## config.mk

```make
export PLATFORM = sky130hd
export DESIGN_NAME = half_match_arbiter
export DESIGN_NICKNAME = d
export VERILOG_FILES = /design/src/rtl/half_match_arbiter.sv
export SDC_FILE = /design/constraint.sdc
export NUM_CORES = 1
export LEC_CHECK = 0
export CAP_MARGIN = 20
export CORE_ASPECT_RATIO = 1.2
export CORE_MARGIN = 3
export CORE_UTILIZATION = 40
export CTS_CLUSTER_DIAMETER = 100
export DETAILED_ROUTE_END_ITERATION = 6
export PLACE_DENSITY = 0.81
export SYNTH_ARGS = -nofsm -noshare
export SYNTH_HDL_FRONTEND = slang
export SYNTH_SLANG_ARGS = --single-unit
```

## constraint.sdc

```tcl
create_clock -name clk -period 2.5 [get_ports clk]
set_clock_uncertainty 0.1 [all_clocks]
set_input_delay 0.5 -clock clk [delete_from_list [all_inputs] [get_ports clk]]
set_output_delay 0.5 -clock clk [all_outputs]
set_load 0.01 [all_outputs]
```

## src/rtl/half_match_arbiter.sv

```systemverilog
// Round-robin arbiter in front of a single half-word match evaluator.
// One request is accepted in IDLE, evaluated in EVAL, and its tagged result
// is presented in RESP.
//
// Handshakes: a request transfers in the IDLE cycle where req_rd[i] is high.
// req_rd is a combinational function of req_vld and rr_ptr, and it is never
// raised outside IDLE. A response transfers on the rising edge where
// resp_vld & resp_rd are both 1. resp_data and resp_id hold steady while
// resp_vld=1 and resp_rd=0.
module half_match_arbiter #(
  parameter int REQ_CNT    = 4,
  parameter int DATA_WIDTH = 32,
  parameter int MATCH_VAL  = 1,
  parameter int CNT_WIDTH  = 16,
  localparam int ID_W      = (REQ_CNT > 1) ? $clog2(REQ_CNT) : 1
) (
  input  logic                          clk,
  input  logic                          rst_n,
  input  logic [REQ_CNT*DATA_WIDTH-1:0] req_data,
  input  logic [REQ_CNT-1:0]            req_vld,
  output logic [REQ_CNT-1:0]            req_rd,
  output logic                          resp_data,
  output logic [ID_W-1:0]               resp_id,
  output logic                          resp_vld,
  input  logic                          resp_rd,
  output logic [CNT_WIDTH-1:0]          match_cnt
);

  localparam int HALF = DATA_WIDTH / 2;
  localparam logic [HALF-1:0] MATCH_H = HALF'(MATCH_VAL);

  typedef enum logic [1:0] {
    IDLE = 2'd0,
    EVAL = 2'd1,
    RESP = 2'd2
  } state_t;

  state_t                state;
  state_t                state_nxt;
  logic [ID_W-1:0]       rr_ptr;
  logic [DATA_WIDTH-1:0] op_q;
  logic [ID_W-1:0]       id_q;

  logic                  grant_vld;
  logic [ID_W-1:0]       grant_idx;
  logic [ID_W-1:0]       grant_nxt_ptr;
  int                    scan_idx;

  logic                  lo_eq;
  logic                  hi_eq;
  logic [1:0]            eq_sum;

  // Round-robin search: first valid requester starting at rr_ptr, wrapping.
  always_comb begin
    grant_vld = 1'b0;
    grant_idx = '0;
    scan_idx  = 0;
    for (int k = 0; k < REQ_CNT; k++) begin
      scan_idx = int'(rr_ptr) + k;
      if (scan_idx >= REQ_CNT) scan_idx = scan_idx - REQ_CNT;
      if (!grant_vld && req_vld[scan_idx[ID_W-1:0]]) begin
        grant_vld = 1'b1;
        grant_idx = scan_idx[ID_W-1:0];
      end
    end
    grant_nxt_ptr = (grant_idx == ID_W'(REQ_CNT - 1)) ? '0 : grant_idx + 1'b1;
  end

  // Evaluator: the +1 on {hi_eq, lo_eq} wraps to 0 only when both halves match.
  always_comb begin
    lo_eq  = (op_q[HALF-1:0] == MATCH_H);
    hi_eq  = (op_q[DATA_WIDTH-1:HALF] == MATCH_H);
    eq_sum = {hi_eq, lo_eq} + 2'b01;
  end

  // State register.
  always_ff @(posedge clk or negedge rst_n) begin
    if (!rst_n) state <= IDLE;
    else        state <= state_nxt;
  end

  // Next-state and grant strobe; req_rd is forced low while reset is asserted.
  always_comb begin
    state_nxt = state;
    req_rd    = '0;
    case (state)
      IDLE: begin
        if (grant_vld) begin
          req_rd[grant_idx] = 1'b1;
          state_nxt         = EVAL;
        end
      end
      EVAL:    state_nxt = RESP;
      RESP:    if (resp_rd) state_nxt = IDLE;
      default: state_nxt = IDLE;
    endcase
    if (!rst_n) req_rd = '0;
  end

  // Datapath: operand capture, pointer advance, result and statistics.
  always_ff @(posedge clk or negedge rst_n) begin
    if (!rst_n) begin
      rr_ptr    <= '0;
      op_q      <= '0;
      id_q      <= '0;
      resp_vld  <= 1'b0;
      resp_data <= 1'b0;
      resp_id   <= '0;
      match_cnt <= '0;
    end else begin
      case (state)
        IDLE: begin
          if (grant_vld) begin
            op_q   <= req_data[int'(grant_idx)*DATA_WIDTH +: DATA_WIDTH];
            id_q   <= grant_idx;
            rr_ptr <= grant_nxt_ptr;
          end
        end
        EVAL: begin
          resp_data <= (eq_sum != 2'b00);
          resp_id   <= id_q;
          resp_vld  <= 1'b1;
          if ((eq_sum == 2'b00) && (match_cnt != {CNT_WIDTH{1'b1}}))
            match_cnt <= match_cnt + 1'b1;
        end
        RESP: begin
          if (resp_rd) resp_vld <= 1'b0;
        end
        default: ;
      endcase
    end
  end

endmodule
```

Word-level counts from Yosys, hierarchy flattened
Cells that the tools add are included.
Storage, ports and cells
  RAM bits: 0
  output and inout bits: 24
  register bits: 58
  bits in read-only memories: 0
  latch bits: 0
  memories: 0
  logic and storage cells: 84
Operators by class
  order comparisons: 10
  equality and inequality tests: 8
  divide/modulo/power cells: 0
  multiplexer cells: 31
  shift operators: 1
  reduce and logical (&&, ||, !) cells: 16
  bitwise gates (word level): 0
  multipliers: 0
  add/subtract/negate cells: 10
Operator list (count)
  128-bit by 8-bit indexed part select with 32-bit output: 1
  16-bit by 1-bit == test with 1-bit output (second input constant): 2
  2-bit two-way mux: 11
  16-bit by 1-bit adder with 16-bit output (second input constant): 1
  16-bit != test (second input constant): 1
  2-bit by 3-bit less-than comparator with 1-bit output (second input constant): 5
  4-bit two-way mux: 3
  1-bit two-way mux: 10
  3-bit >= comparator (second input constant): 3
  1-bit binary-select mux with 2-bit select: 4
  2-bit AND reduction: 4
  2-bit by 1-bit subtractor with 2-bit output (second input constant): 4
  2-bit by 2-bit adder with 3-bit output (second input constant): 2
  2-bit case mux with 3 select lines: 1
  1-bit logical AND: 5
  2-bit by 1-bit adder with 2-bit output (second input constant): 2
  2-bit == test (second input constant): 2
  2-bit zero test: 2
  2-bit != test (second input constant): 2
  2-bit nonzero test: 2
  2-bit by 1-bit adder with 3-bit output (second input constant): 1
  2-bit by 3-bit >= comparator with 1-bit output (second input constant): 1
  1-bit zero test: 3
  1-bit demux with 2-bit select: 1
  other kinds (3): 3

Depth between registers and ports, before layout
  word-level depth: 21
  mapped depth: 8
  mapped depth without buffers: 6

Least setup slack after synthesis
Ideal clock, no wire load.
  path type: input to output
  start: in req_vld[1]
  end: out req_rd[3]
  data arrival time: 1.644 ns
  stages on the path: 6
  setup slack: 0.256 ns
  path through: mux2_1 o221ai_2 inv_2 clkbuf_1 ha_1 and3_1
Between the ends
  word-level cells in the longest chain between the ends: 19
  elaborated cells on any way between the ends: 30
  classes of those cells: order compare (2); mux (21); reduce/logical (7)
Ends and longest elaborated chain
  from (decl): line 20  | input logic [REQ_CNT-1:0] req_vld,
  1-bit binary-select mux with 2-bit select: line 61  | if (!grant_vld && req_vld[scan_idx[ID_W-1:0]]) begin
  1-bit two-way mux (not written as such): line 61
  1-bit two-way mux: line 61
  1-bit zero test: line 61
  1-bit logical AND: line 61
  1-bit two-way mux: line 61
  1-bit zero test: line 61
  1-bit logical AND: line 61
  [3 not listed]
  2-bit two-way mux: line 61
  2-bit by 3-bit less-than comparator with 1-bit output (not written as such) / 2-bit by 1-bit >= comparator with 1-bit output (equally long branches): line 89  | req_rd[grant_idx] = 1'b1;
  1-bit logical AND (not written as such): line 89
  1-bit two-way mux (not written as such): line 89
  1-bit demux with 2-bit select: line 89
  4-bit two-way mux (*): line 88  | if (grant_vld) begin
  4-bit two-way mux (*): line 86  | case (state)
  4-bit two-way mux (*): line 97  | if (!rst_n) req_rd = '0;
  to (decl): line 21  | output logic [REQ_CNT-1:0] req_rd,
Every way passes the cells marked *; elsewhere a longest branch is shown, timed or not. The select of a mux whose other input is x is not followed.

Worst setup path in the final report
  start: reg rr_ptr[1]
  end: out req_rd[3]
Between the ends
  word-level cells in the longest chain between the ends: 21
  elaborated cells on any way between the ends: 45
  classes of those cells: add/sub (7); order compare (6); mux (25); reduce/logical (7)
Ends and longest elaborated chain
  from (decl): line 40  | logic [ID_W-1:0] rr_ptr;
  from (signal assigned): line 116  | rr_ptr <= grant_nxt_ptr;
  branches (longest 18 deep; another with 2-bit by 1-bit adder with 3-bit output)
  4-bit two-way mux (*): line 88
  4-bit two-way mux (*): line 86
  4-bit two-way mux (*): line 97
Every way passes the cells marked *. The select of a mux whose other input is x is not followed.

==> results.cfg <==
[status]
status = completed

[synthesis]
netlist_instances = 418
synth_ff_type = dfrtp_1
yosysUniqueCellTypes = 39
syn_area_per_cell_um2 = 8.09
ys_seq_elements = 58
async_reset_ff_share_pct = 100
ys_seq_area_share_pct = 42.9
syn_nets = 555
syn_area_um2 = 3380
yosys_warnings = 0
synth-edff-count = 0

[timing]
setup_viol = 0
worst_pin_slew_ns = 0.724
layout_min_cycle_time_ns = 2.45
final-hold-violation-count = 0
slew_headroom_pct = 51.8
fin_crit_sh_pct = 98.0
fmax_ghz = 0.408
drv_slew = 0
whs_ns = 0.290

[pwr]
ir_drop_mv = 0.545
power.density_nw_per_um2 = 840
leakagePower_nw = 2.49

[floorplanning]
core-area_um2 = 8200
rows = 36
ios = 159
die_area_um2 = 9600
die_w_um = 90.0
start_util_pct = 41.3
die_h_um = 107

[critical_path]
r2r_slack_ns = 0.16
critical_path_class = reg2out
rr_worst_depth = 9
crit_chain = mux2_4 -> o221ai_4 -> inv_2 -> ha_2 -> and3_1 -> buf_2
cpMaxStageDelayCell = dfrtp_2
cp_top_family = flip-flops
endpoint_kind = output port
cp-start-kind = register
reg2reg_to = op_q[14]
worstReg2RegStart = rr_ptr[1]
crit_path_start = rr_ptr[1]
crit_buf_inv = 2
crit_required_ns = 1.90
critPathArrivalTime_ns = 1.85
cp_max_fo = 5
slowest_delay_ns = 0.45

[placement]
routabilityCongestion = 0.893
io_buffers = 158
dp_hpwl_um = 7990

[route]
vias = 3681
drt_pass1_iterations = 4
met3WireLength_um = 812
drt-met1-wl_um = 4370
wl_um = 10900
routedWlPerCell_um = 15.5
initialDrtViolationCount = 174
top_layer = met4
wl_met2_um = 5560
ant_nets = 0
routed_via_density = 5.23
drc = 0

[cells_and_area]
layout-drive-gt1-share_pct = 10.3
fin_util_pct = 66.1
layout.nets = 722
n_fill_cell = 693
area_delta_synth_final_pct = 60.1
antennaDiodeCount = 0
multi_input_area_um2 = 1820
ff_latch_area_um2 = 1450

[grt]
grt_pass1_wl_um = 18100
grt_max_degree = 66
grt_use_total_pct = 23.3
grt_overflow = 0
grt_pass1_vias = 3772
antenna_found_initial = 0

[clock_tree]
clkTransAtPathRegs_ns = 0.07
cts_tree = done
clk_latency_ns = 0.33
clockBufferDepth = 2
h-tree-depth = 3
numCtsBuffers = 9
cts_sinks = 58
cts_root_buf = clkbuf_8

[job]
cap_violations = 0

[worst_hold_path]
hp-class = in2async
## power by group
part	total (mW)	internal, mW	switching (mW)
clock network	0.951	0.585	0.367
registers	1.48	1.27	0.215
logic	2.12	1.03	1.08
## final cells by class
| class | count | share of cell area (%) |
|---|---|---|
| well taps | 114 | 2.63 |
| flip-flops and latches | 58 | 26.8 |
| clock buffers | 11 | 2.61 |
| multi-input cells | 328 | 33.6 |
| inverters | 7 | 0.485 |
| clock inverters | 5 | 1.43 |
| repair buffers | 181 | 32.4 |
## cells in the final DEF (no fill, tap or decap), types with 2 or more instances in the layout
cell type | synthesis | final
buf_2 | 4 | 4
buf_4 | 2 | 21
inv_2 | 2 | 2
buf_12 | 0 | 2
clkbuf_8 | 0 | 10
nor3_1 | 4 | 3
nand4_1 | 8 | 8
dfrtp_1 | 58 | 57
inv_1 | 5 | 5
mux2_2 | 2 | 2
and3_1 | 5 | 5
nor2_1 | 3 | 3
bufinv_16 | 0 | 2
nand3_1 | 11 | 11
nand2_1 | 144 | 144
a211o_1 | 32 | 32
or3_1 | 2 | 2
nor2b_1 | 3 | 3
a21oi_1 | 66 | 66
nor4_1 | 8 | 8
clkinv_2 | 0 | 2
dlygate4sd2_1 | 0 | 3
nor4b_1 | 3 | 3
xnor2_1 | 14 | 14
clkdlybuf4s50_1 | 0 | 149
nor4_2 | 2 | 2
o21ai_1 | 2 | 2
## worst max-delay path by stage
stage / slack, ns / depth (start not counted) / to
after global routing: -0.02 / 6 / req_rd[3]
after floorplan: 0.26 / 6 / req_rd[3]
after global placement: -0.51 / 7 / req_rd[3]
after detailed placement: -0.56 / 7 / req_rd[3]
after CTS: 0.005 / 6 / req_rd[2]
final: 0.05 / 6 / req_rd[3]
## per-stage QoR
stage / TNS, ns / setup WS, ns / cell area [um^2] / std cells / power (mW)
final: 0 / 0.0501 / 5420 / 704 / 4.55
after global routing: -0.0300 / -0.0188 / 5420 / 704 / 4.90
after CTS: 0 / 0.00503 / 5400 / 703 / 4.58
after detailed placement: -12.36 / -0.564 / 5160 / 684 / 3.57
after global placement: -9.78 / -0.510 / 5160 / 684 / 3.50
after floorplan: 0 / 0.256 / 3380 / 418 / 2.75
## layer usage
layer	track usage [%]	vias up
li1	-	1785
met1	28.2	1744
met2	39.9	135
met3	6.04	17
met4	8.86	0
met5	0	-
## synth_stat cells (3+ instances only)
cell type / count / share of area, %
nand2_1: 144 / 16
a21oi_1: 66 / 9.8
dfrtp_1: 58 / 43
a211o_1: 32 / 8.3
xnor2_1: 14 / 3.6
clkbuf_1: 13 / 1.4
nand3_1: 11 / 1.6
nand4_1: 8 / 1.5
nor4_1: 8 / 1.5
and3_1: 5 / 0.92
inv_1: 5 / 0.55
buf_1: 4 / 0.44
buf_2: 4 / 0.59
nor3_1: 4 / 0.59
nor2_1: 3 / 0.33
nor2b_1: 3 / 0.55
nor4b_1: 3 / 0.78
## flip-flops by register name, summed over array words and instances, names as in the netlist
signal and flops:
id_q 2, match_cnt 16, op_q 32, resp_data 1, resp_id 2, resp_vld 1, rr_ptr 2, state 2
## kinds of logic after synthesis
family | Yosys count | share of synthesized area [%]
xor+xnor | 15 | 3.88
flops | 58 | 42.9
fa+ha+maj | 2 | 0.740
compound gates | 105 | 19.7
buf+inv | 32 | 4.36
mux | 4 | 1.33
simple gates | 202 | 27.0
## repair_timing
| action | 4_1_cts | 5_1_grt |
|---|---|---|
| endpoints found under the setup margin | 6 | 3 |
| hold buffers | 0 | 0 |
| pin swaps | 3 | 1 |
| gates resized for setup | 27 | 2 |
| setup buffers | 3 | 1 |
| gates cloned | 0 | 0 |
(Power assumes the default switching activity.)
